## config.mk

```make
export PLATFORM = sky130hd
export DESIGN_NAME = timestamp_alarm_flat
export DESIGN_NICKNAME = d
export VERILOG_FILES = /design/src/rtl/timestamp_alarm_pkg.sv /design/src/rtl/timestamp_alarm_if.sv /design/src/rtl/timestamp_alarm_ts_reached.sv /design/src/rtl/timestamp_alarm.sv /design/src/flat_wrapper.sv
export SDC_FILE = /design/constraint.sdc
export NUM_CORES = 1
export LEC_CHECK = 0
export CAP_MARGIN = 10
export CORE_MARGIN = 3
export CORE_UTILIZATION = 51
export CTS_CLUSTER_DIAMETER = 100
export CTS_CLUSTER_SIZE = 40
export DETAILED_ROUTE_END_ITERATION = 16
export PLACE_DENSITY_LB_ADDON = 0.3
export SLEW_MARGIN = 20
export SYNTH_ARGS = -nofsm -noshare
export SYNTH_HDL_FRONTEND = slang
export SYNTH_HIERARCHICAL = 1
export SYNTH_SLANG_ARGS = --single-unit
```

## constraint.sdc

```tcl
create_clock -name clk -period 3.7 [get_ports clk]
set_input_delay 0.74 -clock clk [delete_from_list [all_inputs] [get_ports clk]]
set_output_delay 0.74 -clock clk [all_outputs]
set_load 0.005 [all_outputs]
```

## src/rtl/timestamp_alarm_pkg.sv

```systemverilog
// Shared definitions for the timestamp alarm peripheral: register map, bit indices, FSM states.
package timestamp_alarm_pkg;

    localparam logic [1:0] ADDR_CTRL     = 2'd0;
    localparam logic [1:0] ADDR_DEADLINE = 2'd1;
    localparam logic [1:0] ADDR_PERIOD   = 2'd2;
    localparam logic [1:0] ADDR_STATUS   = 2'd3;

    localparam int CTRL_ARM      = 0;
    localparam int CTRL_IE       = 1;
    localparam int CTRL_PERIODIC = 2;

    localparam int STATUS_FIRED  = 0;
    localparam int STATUS_MISSED = 1;

    typedef enum logic [1:0] {
        IDLE  = 2'd0,
        ARMED = 2'd1,
        FIRED = 2'd2
    } state_t;

endpackage

```

## src/rtl/timestamp_alarm_if.sv

```systemverilog
// CPU register bus for the timestamp alarm: single-cycle write strobe, registered read return.
interface timestamp_alarm_if;
    logic        wr_en;
    logic [1:0]  wr_addr;
    logic [31:0] wr_data;
    logic        rd_en;
    logic [1:0]  rd_addr;
    logic [31:0] rd_data;
    logic        rd_valid;

    modport master (
        output wr_en, wr_addr, wr_data, rd_en, rd_addr,
        input  rd_data, rd_valid
    );

    modport slave (
        input  wr_en, wr_addr, wr_data, rd_en, rd_addr,
        output rd_data, rd_valid
    );
endinterface

```

## src/rtl/timestamp_alarm_ts_reached.sv

```systemverilog
// Wrap-safe "timestamp has reached deadline" compare; valid for deadlines up to 2^31-1 ahead.
module ts_reached (
    input  logic [31:0] timestamp,
    input  logic [31:0] deadline,
    output logic        reached
);
    logic [31:0] diff;

    // Modular difference: a non-negative signed result means the deadline is at or behind us.
    assign diff    = timestamp - deadline;
    assign reached = ~diff[31];
endmodule

```

## src/rtl/timestamp_alarm.sv

```systemverilog
// Timer/alarm peripheral: sticky fired/missed flags and level irq when the timestamp reaches DEADLINE.
// Periodic reload is built only when TIMESTAMP_ALARM_PERIODIC_EN is defined.
module timestamp_alarm
    import timestamp_alarm_pkg::*;
(
    input  logic               clk,
    input  logic               resetn,
    input  logic [31:0]        timestamp,
    timestamp_alarm_if.slave   bus,
    output logic               irq
);

    state_t      state, state_nxt;
    logic        ctrl_ie;
    logic        ctrl_periodic;
    logic [31:0] deadline;
    logic [31:0] period;
    logic        fired, missed;
    logic        reached, fire, periodic_active;
    logic        ctrl_wr, deadline_wr, status_wr;
    logic [31:0] rd_mux;

    assign ctrl_wr     = bus.wr_en && (bus.wr_addr == ADDR_CTRL);
    assign deadline_wr = bus.wr_en && (bus.wr_addr == ADDR_DEADLINE);
    assign status_wr   = bus.wr_en && (bus.wr_addr == ADDR_STATUS);

    ts_reached u_reached (
        .timestamp (timestamp),
        .deadline  (deadline),
        .reached   (reached)
    );

    // Compare uses the registers as they stood before this cycle's write.
    assign fire = (state == ARMED) && reached;

`ifdef TIMESTAMP_ALARM_PERIODIC_EN
    logic period_wr;
    assign period_wr       = bus.wr_en && (bus.wr_addr == ADDR_PERIOD);
    assign periodic_active = ctrl_periodic && (period != '0);

    always_ff @(posedge clk) begin
        if (!resetn) begin
            ctrl_periodic <= 1'b0;
            period        <= '0;
        end else begin
            if (ctrl_wr)   ctrl_periodic <= bus.wr_data[CTRL_PERIODIC];
            if (period_wr) period        <= bus.wr_data;
        end
    end
`else
    assign ctrl_periodic   = 1'b0;
    assign period          = '0;
    assign periodic_active = 1'b0;
`endif

    // NOTE: every register here uses non-blocking assignment so all state updates see pre-edge values.
    always_ff @(posedge clk) begin
        if (!resetn) state <= IDLE;
        else         state <= state_nxt;
    end

    // NOTE: default assignment first keeps this process free of inferred latches.
    always_comb begin
        state_nxt = state;
        case (state)
            ARMED:   if (fire && !periodic_active) state_nxt = FIRED;
            IDLE,
            FIRED:   state_nxt = state;
            default: state_nxt = IDLE;
        endcase
        // A CTRL write lands after the compare, so it overrides the fire transition.
        if (ctrl_wr) begin
            if (bus.wr_data[CTRL_ARM]) state_nxt = ARMED;
            else if (state == ARMED)   state_nxt = IDLE;
        end
    end

    always_ff @(posedge clk) begin
        if (!resetn) begin
            ctrl_ie  <= 1'b0;
            deadline <= '0;
            fired    <= 1'b0;
            missed   <= 1'b0;
        end else begin
            if (ctrl_wr) ctrl_ie <= bus.wr_data[CTRL_IE];

            if (deadline_wr)                 deadline <= bus.wr_data;
            else if (fire && periodic_active) deadline <= deadline + period;

            // A new fire beats a simultaneous W1C so no event is lost.
            if (fire)                                        fired <= 1'b1;
            else if (status_wr && bus.wr_data[STATUS_FIRED]) fired <= 1'b0;

            if (fire && fired)                                missed <= 1'b1;
            else if (status_wr && bus.wr_data[STATUS_MISSED]) missed <= 1'b0;
        end
    end

    always_comb begin
        rd_mux = '0;
        case (bus.rd_addr)
            ADDR_CTRL: begin
                rd_mux[CTRL_ARM]      = (state == ARMED);
                rd_mux[CTRL_IE]       = ctrl_ie;
                rd_mux[CTRL_PERIODIC] = ctrl_periodic;
            end
            ADDR_DEADLINE: rd_mux = deadline;
            ADDR_PERIOD:   rd_mux = period;
            ADDR_STATUS: begin
                rd_mux[STATUS_FIRED]  = fired;
                rd_mux[STATUS_MISSED] = missed;
            end
            default: rd_mux = '0;
        endcase
    end

    always_ff @(posedge clk) begin
        if (!resetn) begin
            bus.rd_data  <= '0;
            bus.rd_valid <= 1'b0;
        end else begin
            bus.rd_valid <= bus.rd_en;
            if (bus.rd_en) bus.rd_data <= rd_mux;
        end
    end

    assign irq = fired & ctrl_ie;

endmodule

```

## src/flat_wrapper.sv

```systemverilog
// flat-port wrapper written by rule: the top's interface ports become plain ports
module timestamp_alarm_flat import timestamp_alarm_pkg::*;
  (clk, resetn, timestamp, irq, bus_wr_en, bus_wr_addr, bus_wr_data, bus_rd_en, bus_rd_addr, bus_rd_data, bus_rd_valid);
  timestamp_alarm_if bus_i ();
  input  logic clk;
  input  logic resetn;
  input  logic [31:0] timestamp;
  output logic irq;
  input wire logic [$bits(bus_i.wr_en)-1:0] bus_wr_en;
  input wire logic [$bits(bus_i.wr_addr)-1:0] bus_wr_addr;
  input wire logic [$bits(bus_i.wr_data)-1:0] bus_wr_data;
  input wire logic [$bits(bus_i.rd_en)-1:0] bus_rd_en;
  input wire logic [$bits(bus_i.rd_addr)-1:0] bus_rd_addr;
  output wire logic [$bits(bus_i.rd_data)-1:0] bus_rd_data;
  output wire logic [$bits(bus_i.rd_valid)-1:0] bus_rd_valid;
  assign bus_i.wr_en = bus_wr_en;
  assign bus_i.wr_addr = bus_wr_addr;
  assign bus_i.wr_data = bus_wr_data;
  assign bus_i.rd_en = bus_rd_en;
  assign bus_i.rd_addr = bus_rd_addr;
  assign bus_rd_data = bus_i.rd_data;
  assign bus_rd_valid = bus_i.rd_valid;
  timestamp_alarm u_core (.clk(clk), .resetn(resetn), .timestamp(timestamp), .bus(bus_i), .irq(irq));
endmodule
```

Yosys cells after proc, flatten, opt, wreduce, memory -nomap -nowiden
Cells that the tools add are included.
{ "word_totals": {"inputBits": 72, "ff_bits": 70, "output_inout_bits": 34, "elab_cells": 42} }
{ "classes": {"reduce_logical": 13, "addsub": 1, "n_mux": 12, "eq_ne": 7, "bitwise": 2} }
{ "op_table": {"columns": ["operator", "count"], "rows": [
  ["$sub 32x32->32", 1],
  ["$mux 29", 1],
  ["$eq 2x2->1 const B", 4],
  ["$mux 2", 4],
  ["$pmux 2 s4", 1],
  ["$logic_and 1x1->1", 7],
  ["$eq 2x1->1 const B", 3],
  ["$logic_not 2->1", 3],
  ["$mux 1", 5],
  ["$pmux 2 s2", 1],
  ["$reduce_bool 2->1", 2],
  ["$reduce_or 2->1", 1],
  ["$and 1x1->1", 1],
  ["$not 1->1", 1]
]} }

Logic depth before layout (Yosys ltp)
Gate-level depths: netlist (run 1).
{ "depth": {"depth_word": 8, "depth_mapped": 11} }

By module
Netlist (run 1), hierarchy kept.
{ "modules_own_cells": {"columns": ["module", "n_inst", "seq_area_each_um2", "area_per_inst_um2", "cells_per_inst"], "rows": [
  ["timestamp_alarm", 1, 1401.3, 2727.6, 305],
  ["ts_reached", 1, 0.0, 779.5, 112]
]} }

Least setup slack after synthesis (run 1)
Ideal clock, no wire load.
{ "synth_timing": {"path_type": "input -> register", "startpoint": "input timestamp[22]", "endpoint": "register u_core.fired", "setup_slack_ns": 1.338, "n_path_buf": 0, "required_ns": 3.584, "path_stages": 9, "arrival_ns": 2.245, "setup_time_ns": 0.116, "cell_sequence": "ha_1 a21oi_1 o21ai_1 a221oi_2 o211ai_1 a31oi_2 xnor2_1 and4b_1 a31o_2"} }
{ "synth_between": {"elab_chain_cells": 4} }
{ "synth_rtl": {"columns": ["element", "line", "source"], "rows": [
  ["start, declared", "flat_wrapper.sv:7", "input logic [31:0] timestamp;"],
  ["$sub 32x32->32 (*)", "timestamp_alarm_ts_reached.sv:10", "assign diff = timestamp - deadline;"],
  ["$not 1->1 (*)", "timestamp_alarm_ts_reached.sv:11", "assign reached = ~diff[31];"],
  ["via u_core.reached", "timestamp_alarm.sv:19", "logic reached, fire, periodic_active;"],
  ["$logic_and 1x1->1 (*)", "timestamp_alarm.sv:34", "assign fire = (state == ARMED) && reached;"],
  ["$mux 1 or $reduce_bool 2->1 (tied branches)", null, null],
  ["end signal, assigned", "timestamp_alarm.sv:82", "fired <= 1'b0;"],
  ["end signal, assigned", "timestamp_alarm.sv:91", "if (fire) fired <= 1'b1;"],
  ["end signal, assigned", "timestamp_alarm.sv:92", "else if (status_wr && bus.wr_data[STATUS_FIRED]) fired <= 1'b0;"],
  ["end, declared", "timestamp_alarm.sv:18", "logic fired, missed;"]
]} }
Mark *: on every way through the listed nets, which the timed path passes. The rest lies on a longest branch.
A chain may end at the register's enable or synchronous reset.

Worst setup path in the final report (run 1)
{ "layout_timing": {"startpoint": "input timestamp[29]", "endpoint": "register u_core.state[1]"} }
{ "layout_between": {"elab_chain_cells": 8} }
{ "layout_rtl": {"columns": ["element", "line", "source"], "rows": [
  ["$sub 32x32->32 (*)", "timestamp_alarm_ts_reached.sv:10", null],
  ["$not 1->1 (*)", "timestamp_alarm_ts_reached.sv:11", null],
  ["via u_core.reached", "timestamp_alarm.sv:19", null],
  ["$logic_and 1x1->1 (*)", "timestamp_alarm.sv:34", null],
  ["$mux 2 (*)", "timestamp_alarm.sv:66", "ARMED: if (fire && !periodic_active) state_nxt = FIRED;"],
  ["$pmux 2 s2 (*)", "timestamp_alarm.sv:65", "case (state)"],
  ["$mux 2", "timestamp_alarm.sv:74", "else if (state == ARMED) state_nxt = IDLE;"],
  ["$mux 2", "timestamp_alarm.sv:73", "if (bus.wr_data[CTRL_ARM]) state_nxt = ARMED;"],
  ["$mux 2 (*)", "timestamp_alarm.sv:72", "if (ctrl_wr) begin"],
  ["end signal, assigned", "timestamp_alarm.sv:59", "else state <= state_nxt;"],
  ["end, declared", "timestamp_alarm.sv:13", "state_t state, state_nxt;"]
]} }
Marked as above.

==> results by group, run 1 <==
Status
  • Outcome: finished, final reports clean

Critical path
  • Reg2Reg Depth: 11
  • CP Launch Type: primary input
  • Critical Path Sink: u_core/state[1]
  • Cell family with most CP delay: simple AND/OR/NAND/NOR gates
  • Buf/Inv on CP: 1
  • Critical Path RT: 3.95 ns
  • R2R Setup Slk: 1.44 ns
  • Reg-to-Reg End: u_core/state[1]
  • Crit Path Class: in -> reg
  • CP max stage cell: clkdlybuf4s50_1
  • Reg-to-reg startpoint: u_core/deadline[2]
  • Setup crit end kind: flip-flop
  • Crit path from: timestamp[29]
  • Critical path depth in cells: 11
  • CP max FO: 3
  • Slowest stage delay, CP: 0.45 ns
  • Worst path cell trace: clkdlybuf4s50_1 -> ha_1 -> nand4_1 -> nor4_2 -> nand2_1 -> o211ai_1 -> a31oi_2 -> xnor2_1 -> and4b_1 -> nand2b_1 -> o31ai_1
  • Critical Path AT: 2.96 ns

STA
  • Count of final hold-check violations: 0
  • Fin crit share: 73.4%
  • Final setup vio count: 0
  • TNS Setup: 0 ns
  • RSZ-0062 raised after global routing: no
  • Fin crit period: 2.72 ns
  • Worst Skew: 0.00927 ns
  • Worst slew margin: 49.0%
  • Worst slew pin tran: 0.765 ns
  • Fin. max-slew vios: 0
  • Max Clk Rate: 0.368 GHz

Clock tree
  • Postcts setup bufs: 0
  • # resized after CTS: 0
  • Root Buffer Master: clkbuf_8
  • Clk slew on worst S/H paths: 0.07 ns
  • Hold buffer count at CTS: 0
  • CTS tree: done
  • Num CTS Buffers: 9
  • Sink Count: 70
  • H-Tree Depth: 3
  • Clock insertion delay at the later pin of the skew report: 0.33 ns
  • CTS Buffer Depth: 2

Logic synthesis
  • Sequential area share after synthesis: 40.0%
  • Synthesis warning total: 6
  • Post-synth cell types: 38
  • Synthesized flop and latch total: 70
  • Mapped Area: 0.00351 mm2
  • Post-Syn Area per Cell: 8.41 um2
  • Syn_nets: 519
  • Post-Syn Instances: 417

Final layout
  • Commonest non-fill, non-tap cell in the layout: clkdlybuf4s50_1
  • ANT cells: 0
  • Area grow syn2layout: 38.2%
  • Layout Nets: 621
  • Commonest non-fill, non-tap cells in the layout: 104 x clkdlybuf4s50_1, 79 x nand2_1, 70 x dfxtp_1
  • Share of layout cells above drive strength 1: 5.34%

GRT
  • Initial antenna violation count: 0
  • Vias in the first global route: 3110
  • Grt ovf: 0
  • Overall global routing resource usage: 23.4%
  • First-pass GRT wire length: 14400 um
  • Pin count of the biggest net entering global routing: 55

Place
  • Placer Congestion: 0.864
  • Post-DP HPWL: 6340 um
  • PortBufs: 105

Worst hold path
  • Hold path depth: 2
  • Worst hold start: u_core/deadline[28]
  • Hold WC Path Type: reg -> reg

Die
  • Initial Utilization: 54.0%
  • Area of the die: 0.00791 mm2
  • Core area: 0.00649 mm2
  • Row cnt: 29
  • I/O Pins: 106
  • Die W: 88.9 um
  • Die Span Y: 88.9 um

Route
  • DRT iter0 DRCs: 118
  • DRT Wirelength: 8910 um
  • # DRC: 0
  • Via count: 3185
  • Drt via density: 5.30
  • Post-route ant nets: 0
  • Drt pass-1 iters: 4
  • Routed WL per cell: 14.8 um

Pwr
  • Worst IR drop on VDD: 0.268 mV
  • Total power: 1.78 mW
  • Leakage: 1.76 nW
  • Pwr dens: 367 mW/mm2

Flow run
  • Max cap viols: 0
## layout make-up
type	instances	area [um2]
timing repair buffer	111	1090
tap	77	96.3
multi-input combinational	297	1890
inverter	30	113
sequential	70	1400
clock buffer	11	151
clock inverter	5	105
fill	499	1650
## worst min-delay path: cells and delay by family, from the launching register on
family / cells / cell delay [ns]
flops: 1 / 0.32
simple gates: 1 / 0.05
compound gates: 1 / 0.05
## cell families (layout without fill, tap and decap cells)
family | after synthesis | count (layout) | share of synthesized area (%)
AND/OR/NAND/NOR | 166 | 166 | 24.7
flip-flops | 70 | 70 | 40.0
multiplexers | 2 | 2 | 0.571
adder cells (fa/ha/maj) | 30 | 30 | 10.7
XOR/XNOR | 2 | 2 | 0.500
AO/OA/AOI/OAI | 97 | 97 | 17.4
buffers and inverters | 50 | 157 | 6.17
## layer usage
layer	GRT usage, %	wire (um)
met3	3.50	421
met5	0	0
met4	9.07	108
met1	28.8	3720
met2	41.0	4660
## synth_stat cells (all sizes together)
cell type  count  area (um2)
nand2         79         297
dfxtp         70        1400
nor2b         62         388
a21oi         46         230
a21boi        32         240
ha            30         375
inv           30         113
buf           11        70.1
clkbuf         9        33.8
o21ai          8        40.0
nand3          4        20.0
nand4          4        25.0
and2           3        18.8
and4           3        26.3
a31oi          2        18.8
and3b          2        17.5
mux2i          2        20.0
nor2           2        7.51
o211ai         2        15.0
a21o           1        7.51
a221oi         1        15.0
a31o           1        8.76
a32o           1        10.0
and4b          1        10.0
nand2b         1        6.26
nand3b         1        7.51
nor3b          1        12.5
nor4           1        12.5
nor4b          1        8.76
o211a          1        10.0
o21a           1        7.51
o31ai          1        7.51
or3b           1        8.76
xnor2          1        8.76
xor2           1        8.76
## flip-flops by register name (all words and copies together) (netlist names)
name / flops
u_core/missed: 1
u_core/deadline: 32
u_core/state: 2
u_core/bus.rd_data: 32
u_core/ctrl_ie: 1
u_core/fired: 1
u_core/bus.rd_valid: 1
## power by group
group          internal, mW  switching (mW)  total [mW]
Sequential            0.769          0.0115       0.780
Clock                 0.485           0.284       0.769
Combinational         0.129           0.101       0.230
Total                  1.38           0.397        1.78
## stage by stage
| stage | setup WS (ns) | utilization, % | hold slack (ns) | cells | area, um2 |
|---|---|---|---|---|---|
| 6_report | 0.984 | 74.6 | 0.474 | 601 | 4850 |
| 2_1_floorplan | 1.34 | - | 0.438 | 417 | 3510 |
| 4_1_cts | 1.02 | 74.6 | 0.476 | 601 | 4850 |
| 5_1_grt | 0.815 | 74.6 | 0.490 | 601 | 4850 |
| 3_5_place_dp | 0.671 | 70.7 | 0.464 | 585 | 4590 |
| 3_3_place_gp | 0.689 | 70.7 | 0.459 | 585 | 4590 |
## how the worst min path moves through the flow
| stage | end | slack, ns |
|---|---|---|
| 2_1_floorplan | u_core/state[1] | 0.44 |
| 3_3_place_gp | u_core/deadline[24] | 0.46 |
| 3_5_place_dp | u_core/deadline[27] | 0.46 |
| 4_1_cts | u_core/deadline[28] | 0.48 |
| 5_1_grt | u_core/deadline[9] | 0.49 |
| 6_report | u_core/deadline[28] | 0.47 |
Note: power is estimated with default switching activity, not from simulation.
==> run 2: changes to the inputs <==
Settings changed: CORE_UTILIZATION 51 to 47.
Clock period 3.7 ns to 2.7 ns, I/O delays scaled along.
==> results by group, run 2 (synthesis gave the netlist of run 1 again) <==
Critical path
  • Critical Path AT: 2.69 ns (-0.27 ns)
  • R2R Setup Slk: 0.47 ns (-0.97 ns)
  • Crit path from: timestamp[25]
  • Setup crit end kind: flip-flop
  • Crit Path Class: in -> reg
  • CP max FO: 4 (+1)
  • Critical Path Sink: u_core/state[1]
  • Reg-to-Reg End: u_core/state[1]
  • CP Launch Type: primary input
  • Reg2Reg Depth: 11 (unchanged)
  • Reg-to-reg startpoint: u_core/deadline[29]
  • Critical Path RT: 2.95 ns (-1.00 ns)

Clock tree
  • Root Buffer Master: clkbuf_8
  • Sink Count: 70 (unchanged)
  • Postcts setup bufs: 0 (unchanged)
  • Clk slew on worst S/H paths: 0.07 ns (about the same)
  • Num CTS Buffers: 9 (unchanged)
  • Clock insertion delay at the later pin of the skew report: 0.33 ns (about the same)
  • CTS Buffer Depth: 2 (unchanged)
  • CTS tree: done
  • H-Tree Depth: 3 (unchanged)

Status
  • Outcome: finished, final reports clean

Place
  • Placed cells: 607 (+3.8%)
  • Post-DP HPWL: 6370 um (+0.51%)
  • Placer Congestion: 0.820 (-5.1%)
  • Placed Area: 0.00465 mm2 (+1.3%)
  • PortBufs: 105 (unchanged)
  • Worst slack at placement: -0.151 ns (-0.822 ns)

STA
  • Worst slew margin: 58.6% (+9.6 points)
  • Fin. max-slew vios: 0 (unchanged)
  • Worst slew pin tran: 0.622 ns (-0.143 ns)
  • Fin crit share: 90.7%
  • Fin crit period: 2.45 ns
  • RSZ-0062 raised after global routing: no
  • Worst setup margin: 0.252 ns (-0.732 ns)
  • Count of final hold-check violations: 0 (unchanged)
  • Final setup vio count: 0 (unchanged)
  • TNS Setup: 0 ns (unchanged)
  • Worst Skew: 0.00929 ns (+0.0000237 ns)
  • Hold WS: 0.470 ns (-0.00362 ns)
  • Max Clk Rate: 0.408 GHz

Worst hold path
  • Hold path depth: 2 (unchanged)
  • Hold WC Path Type: reg -> reg

Die
  • Die Span Y: 92.4 um (+3.9%)
  • Die W: 92.4 um (+3.9%)
  • Row cnt: 30 (+3.4%)
  • Initial Utilization: 50.0% (-4.0 points)
  • Area of the die: 0.00853 mm2 (+7.9%)
  • I/O Pins: 106 (unchanged)
  • Core area: 0.00702 mm2 (+8.1%)

Route
  • Met3 WL: 451 um (+7.1%)
  • Drt via density: 5.02 (-5.2%)
  • # DRC: 0 (unchanged)
  • Via count: 3130 (-1.7%)
  • Highest Signal Layer: met4
  • Drt pass-1 iters: 4 (unchanged)
  • DRT iter0 DRCs: 114 (-3.4%)
  • Post-route ant nets: 0 (unchanged)
  • DRT Wirelength: 8840 um (-0.75%)
  • Routed wire length on met2: 4500 um (-3.5%)
  • Wl on met1: 3770 um (+1.4%)
  • Routed WL per cell: 14.2 um (-4.3%)

Final layout
  • FILL cells: 583 (+17%)
  • Share of layout cells above drive strength 1: 5.50% (+0.16 points)
  • ANT cells: 0 (unchanged)
  • Layout Nets: 624 (+0.48%)
  • Biggest regs: u_core/bus.rd_data: 32 flops, u_core/deadline: 32 flops, u_core/state: 2 flops
  • Commonest non-fill, non-tap cells in the layout: 104 x clkdlybuf4s50_1, 79 x nand2_1, 70 x dfxtp_1
  • Non-filler cells, final: 623 (+3.7%)
  • Area grow syn2layout: 39.0%
  • Commonest non-fill, non-tap cell in the layout: clkdlybuf4s50_1
  • Design area: 0.00487 mm2 (+0.54%)

Pwr
  • Worst IR drop on VDD: 0.277 mV (+3.4%)
  • Leakage: 1.78 nW (+0.86%)
  • Pwr dens: 473 mW/mm2 (+29%)

GRT
  • Vias in the first global route: 3141 (+1.0%)
  • Grt ovf: 0 (unchanged)
  • Overall global routing resource usage: 21.3% (-2.1 points)
  • First-pass GRT wire length: 14500 um (+0.76%)
  • Initial antenna violation count: 0 (unchanged)
  • Pin count of the biggest net entering global routing: 47 (-15%)

Flow run
  • Max cap viols: 0 (unchanged)
-- run 2: what timing repair did --
item / 4_1_cts / 5_1_grt
setup endpoints to repair: 0 / 1
resized for setup: 0 / 2
hold buffers: 0 / 0
-- run 2: layer usage --
metal  global-route usage [%]  vias up
li1                         -     1592
met4                     7.67        0
met1                     25.9     1443
met5                        0        -
met2                     36.9       85
met3                     4.63       10
-- run 2: final cells by class --
cell class / instances / area (um2) / share of cell area [%]
inverter: 30 / 113 / 2.31
tap: 96 / 120 / 2.46
clock inverter: 4 / 70.1 / 1.44
multi-input combinational: 297 / 1900 / 38.9
timing repair buffer: 114 / 1130 / 23.1
clock buffer: 12 / 145 / 2.98
sequential: 70 / 1400 / 28.8
-- run 2: worst min-delay path by stage --
stage                           to  slack [ns]                start
2_1_floorplan      u_core/state[1]        0.44      u_core/state[0]
3_3_place_gp   u_core/deadline[18]        0.46  u_core/deadline[18]
3_5_place_dp    u_core/deadline[4]        0.46   u_core/deadline[4]
4_1_cts         u_core/deadline[4]        0.47   u_core/deadline[4]
5_1_grt        u_core/deadline[16]        0.49  u_core/deadline[16]
6_report        u_core/deadline[4]        0.47   u_core/deadline[4]
-- run 2: through the flow --
stage / total power [mW] / utilization, %
2_1_floorplan: 1.24 / -
3_3_place_gp: 1.40 / 66.2
3_5_place_dp: 1.41 / 66.2
4_1_cts: 2.32 / 69.3
5_1_grt: 2.41 / 69.4
6_report: 2.31 / 69.4
-- run 2: worst max-delay path, cell delays in order --
cell	delay, ns
clkdlybuf4s50_1	0.40
ha_1	0.35
nand4_1	0.18
nor4_4	0.29
nand2_1	0.10
o211ai_1	0.13
a31oi_2	0.06
xnor2_1	0.24
and4b_1	0.28
nand2b_1	0.07
o31ai_1	0.06
-- run 2: power breakdown --
group / switching [mW] / total, mW / internal, mW
Combinational: 0.137 / 0.316 / 0.179
Sequential: 0.0154 / 1.07 / 1.05
Clock: 0.377 / 0.921 / 0.544
==> run 3: changes to the inputs <==
Settings changed: ABC_CLOCK_PERIOD_IN_PS set to 2700, HOLD_SLACK_MARGIN set to 0.08, REMOVE_ABC_BUFFERS set to 1.
==> results by group, run 3 (synthesis gave the netlist of run 1 again) <==
Critical path
  • Setup crit end kind: flip-flop
  • CP max FO: 3 (-1)
  • Critical Path RT: 2.92 ns (-0.03 ns)
  • Crit Path Class: in -> reg
  • Critical Path AT: 2.72 ns (+0.03 ns)
  • CP Launch Type: primary input

Final layout
  • Area grow syn2layout: 37.2%
  • Share of layout cells above drive strength 1: 5.31% (-0.19 points)
  • Biggest regs: u_core/bus.rd_data: 32 flops, u_core/deadline: 32 flops, u_core/state: 2 flops
  • Design area: 0.00481 mm2 (-1.3%)
  • Commonest non-fill, non-tap cell in the layout: clkdlybuf4s50_1
  • Commonest non-fill, non-tap cells in the layout: 104 x clkdlybuf4s50_1, 79 x nand2_1, 70 x dfxtp_1
  • FILL cells: 610 (+4.6%)
  • ANT cells: 0 (unchanged)
  • Layout Nets: 625 (+0.16%)

Clock tree
  • Root Buffer Master: clkbuf_8
  • Clock insertion delay at the later pin of the skew report: 0.33 ns (about the same)
  • # resized after CTS: 0 (unchanged)
  • Clk slew on worst S/H paths: 0.07 ns (about the same)
  • Hold buffer count at CTS: 0 (unchanged)
  • Sink Count: 70 (unchanged)
  • Num CTS Buffers: 9 (unchanged)
  • CTS tree: done
  • Postcts setup bufs: 0 (unchanged)
  • CTS Buffer Depth: 2 (unchanged)
  • H-Tree Depth: 3 (unchanged)

Route
  • Routed WL per cell: 14.3 um (+1.0%)
  • Post-route ant nets: 0 (unchanged)
  • Drt pass-1 iters: 4 (unchanged)
  • Wl on met1: 3980 um (+5.5%)
  • Drt via density: 5.08 (+1.2%)
  • # DRC: 0 (unchanged)
  • DRT iter0 DRCs: 162 (+42%)
  • Routed wire length on met2: 4360 um (-3.2%)
  • Highest Signal Layer: met4
  • Via count: 3167 (+1.2%)
  • Met3 WL: 479 um (+6.2%)
  • DRT Wirelength: 8930 um (+1.0%)

Status
  • Outcome: finished, final reports clean

STA
  • Worst slew pin tran: 0.560 ns (-0.0614 ns)
  • Fin crit share: 92.8% (+2.1 points)
  • Fin crit period: 2.50 ns (+0.0562 ns)
  • Fin. max-slew vios: 0 (unchanged)
  • RSZ-0062 raised after global routing: no
  • Max Clk Rate: 0.399 GHz (-2.2%)
  • Worst Skew: 0.00504 ns (-0.00425 ns)
  • Worst slew margin: 62.6% (+4.1 points)
  • Hold WS: 0.465 ns (-0.00517 ns)
  • Count of final hold-check violations: 0 (unchanged)
  • Final setup vio count: 0 (unchanged)

Pwr
  • Clock power share: 34.9% (-5.0 points)
  • Worst IR drop on VDD: 0.271 mV (-2.2%)
  • Sequential group share of total power: 50.2% (+3.8 points)
  • Pwr dens: 442 mW/mm2 (-6.5%)
  • Combinational power share: 14.9% (+1.2 points)
  • Switching Share: 24.3% (+1.3 points)
  • Int Power: 1.61 mW (-9.3%)
  • Leakage: 1.75 nW (-1.6%)
  • NetSw: 0.517 mW (-2.4%)

Die
  • Die Span Y: 92.4 um (unchanged)
  • Initial Utilization: 50.0% (unchanged)
  • Die W: 92.4 um (unchanged)
  • Area of the die: 0.00853 mm2 (unchanged)
  • Core area: 0.00702 mm2 (unchanged)
  • I/O Pins: 106 (unchanged)
  • Row cnt: 30 (unchanged)

Place
  • Placed Area: 0.00464 mm2 (-0.11%)
  • PortBufs: 105 (unchanged)
  • Placer Congestion: 0.804 (-2.0%)
  • Post-DP HPWL: 6460 um (+1.3%)

GRT
  • Pin count of the biggest net entering global routing: 40 (-15%)
  • Overall global routing resource usage: 21.1% (-0.21 points)
  • Vias in the first global route: 3175 (+1.1%)
  • Initial antenna violation count: 0 (unchanged)
  • Grt ovf: 0 (unchanged)
  • First-pass GRT wire length: 14600 um (+0.85%)

Worst hold path
  • Hold WC Path Type: reg -> reg

Flow run
  • Max cap viols: 0 (unchanged)
==> run 3: stage by stage <==
step                setup WS, ns  utilization [%]  power, mW  TNS, ns  instances
floorplan                  0.538                -       1.22        0        397
global placement         -0.0602             66.2       1.40   -0.140        608
detailed placement       -0.0900             66.2       1.41   -0.281        608
CTS                        0.232             68.6       2.15        0        623
global route              0.0368             68.6       2.22        0        623
finish                     0.195             68.6       2.13        0        623
==> run 3: power by group through the flow <==
stage / Sequential, mW / Combinational [mW] / Clock [mW]
2_1_floorplan: 1.09 / 0.127 / 0
3_3_place_gp: 1.09 / 0.305 / 0
3_5_place_dp: 1.09 / 0.314 / 0
4_1_cts: 1.07 / 0.317 / 0.761
5_1_grt: 1.07 / 0.350 / 0.797
6_report: 1.07 / 0.317 / 0.742
==> run 3: path summary, 6_finish.rpt <==
path | to | start | cells past startpoint | slack (ns)
worst max-delay path | u_core/missed | timestamp[6] | 10 | 0.20
worst min-delay path | u_core/state[1] | u_core/state[0] | 1 | 0.46
worst max register to register | u_core/missed | u_core/deadline[6] | 10 | 0.43
worst min register to register | u_core/state[1] | u_core/state[0] | 1 | 0.46
==> run 3: area by class of cell <==
type                    instances  area, um2  share of cell area (%)
well taps                      96        120                    2.50
multi-input cells             297       1890                    39.3
inverters                      30        113                    2.34
clock buffers                  14        163                    3.38
repair buffers                115       1120                    23.3
clock inverters                 1       5.00                   0.104
flip-flops and latches         70       1400                    29.1
==> run 3: metal layers <==
layer  up-vias  global-route usage [%]
li1       1588                       -
met1      1478                    26.6
met2        91                    35.7
met3        10                    4.06
met4         0                    7.55
met5         -                       0
==> run 3: critical path, stage by stage <==
cell	delay [ns]
clkdlybuf4s50_1	0.41
ha_1	0.31
a21oi_1	0.18
o21ai_0	0.10
a21oi_1	0.19
o21ai_0	0.19
a31oi_2	0.24
xnor2_1	0.10
and4b_1	0.24
a32o_1	0.22
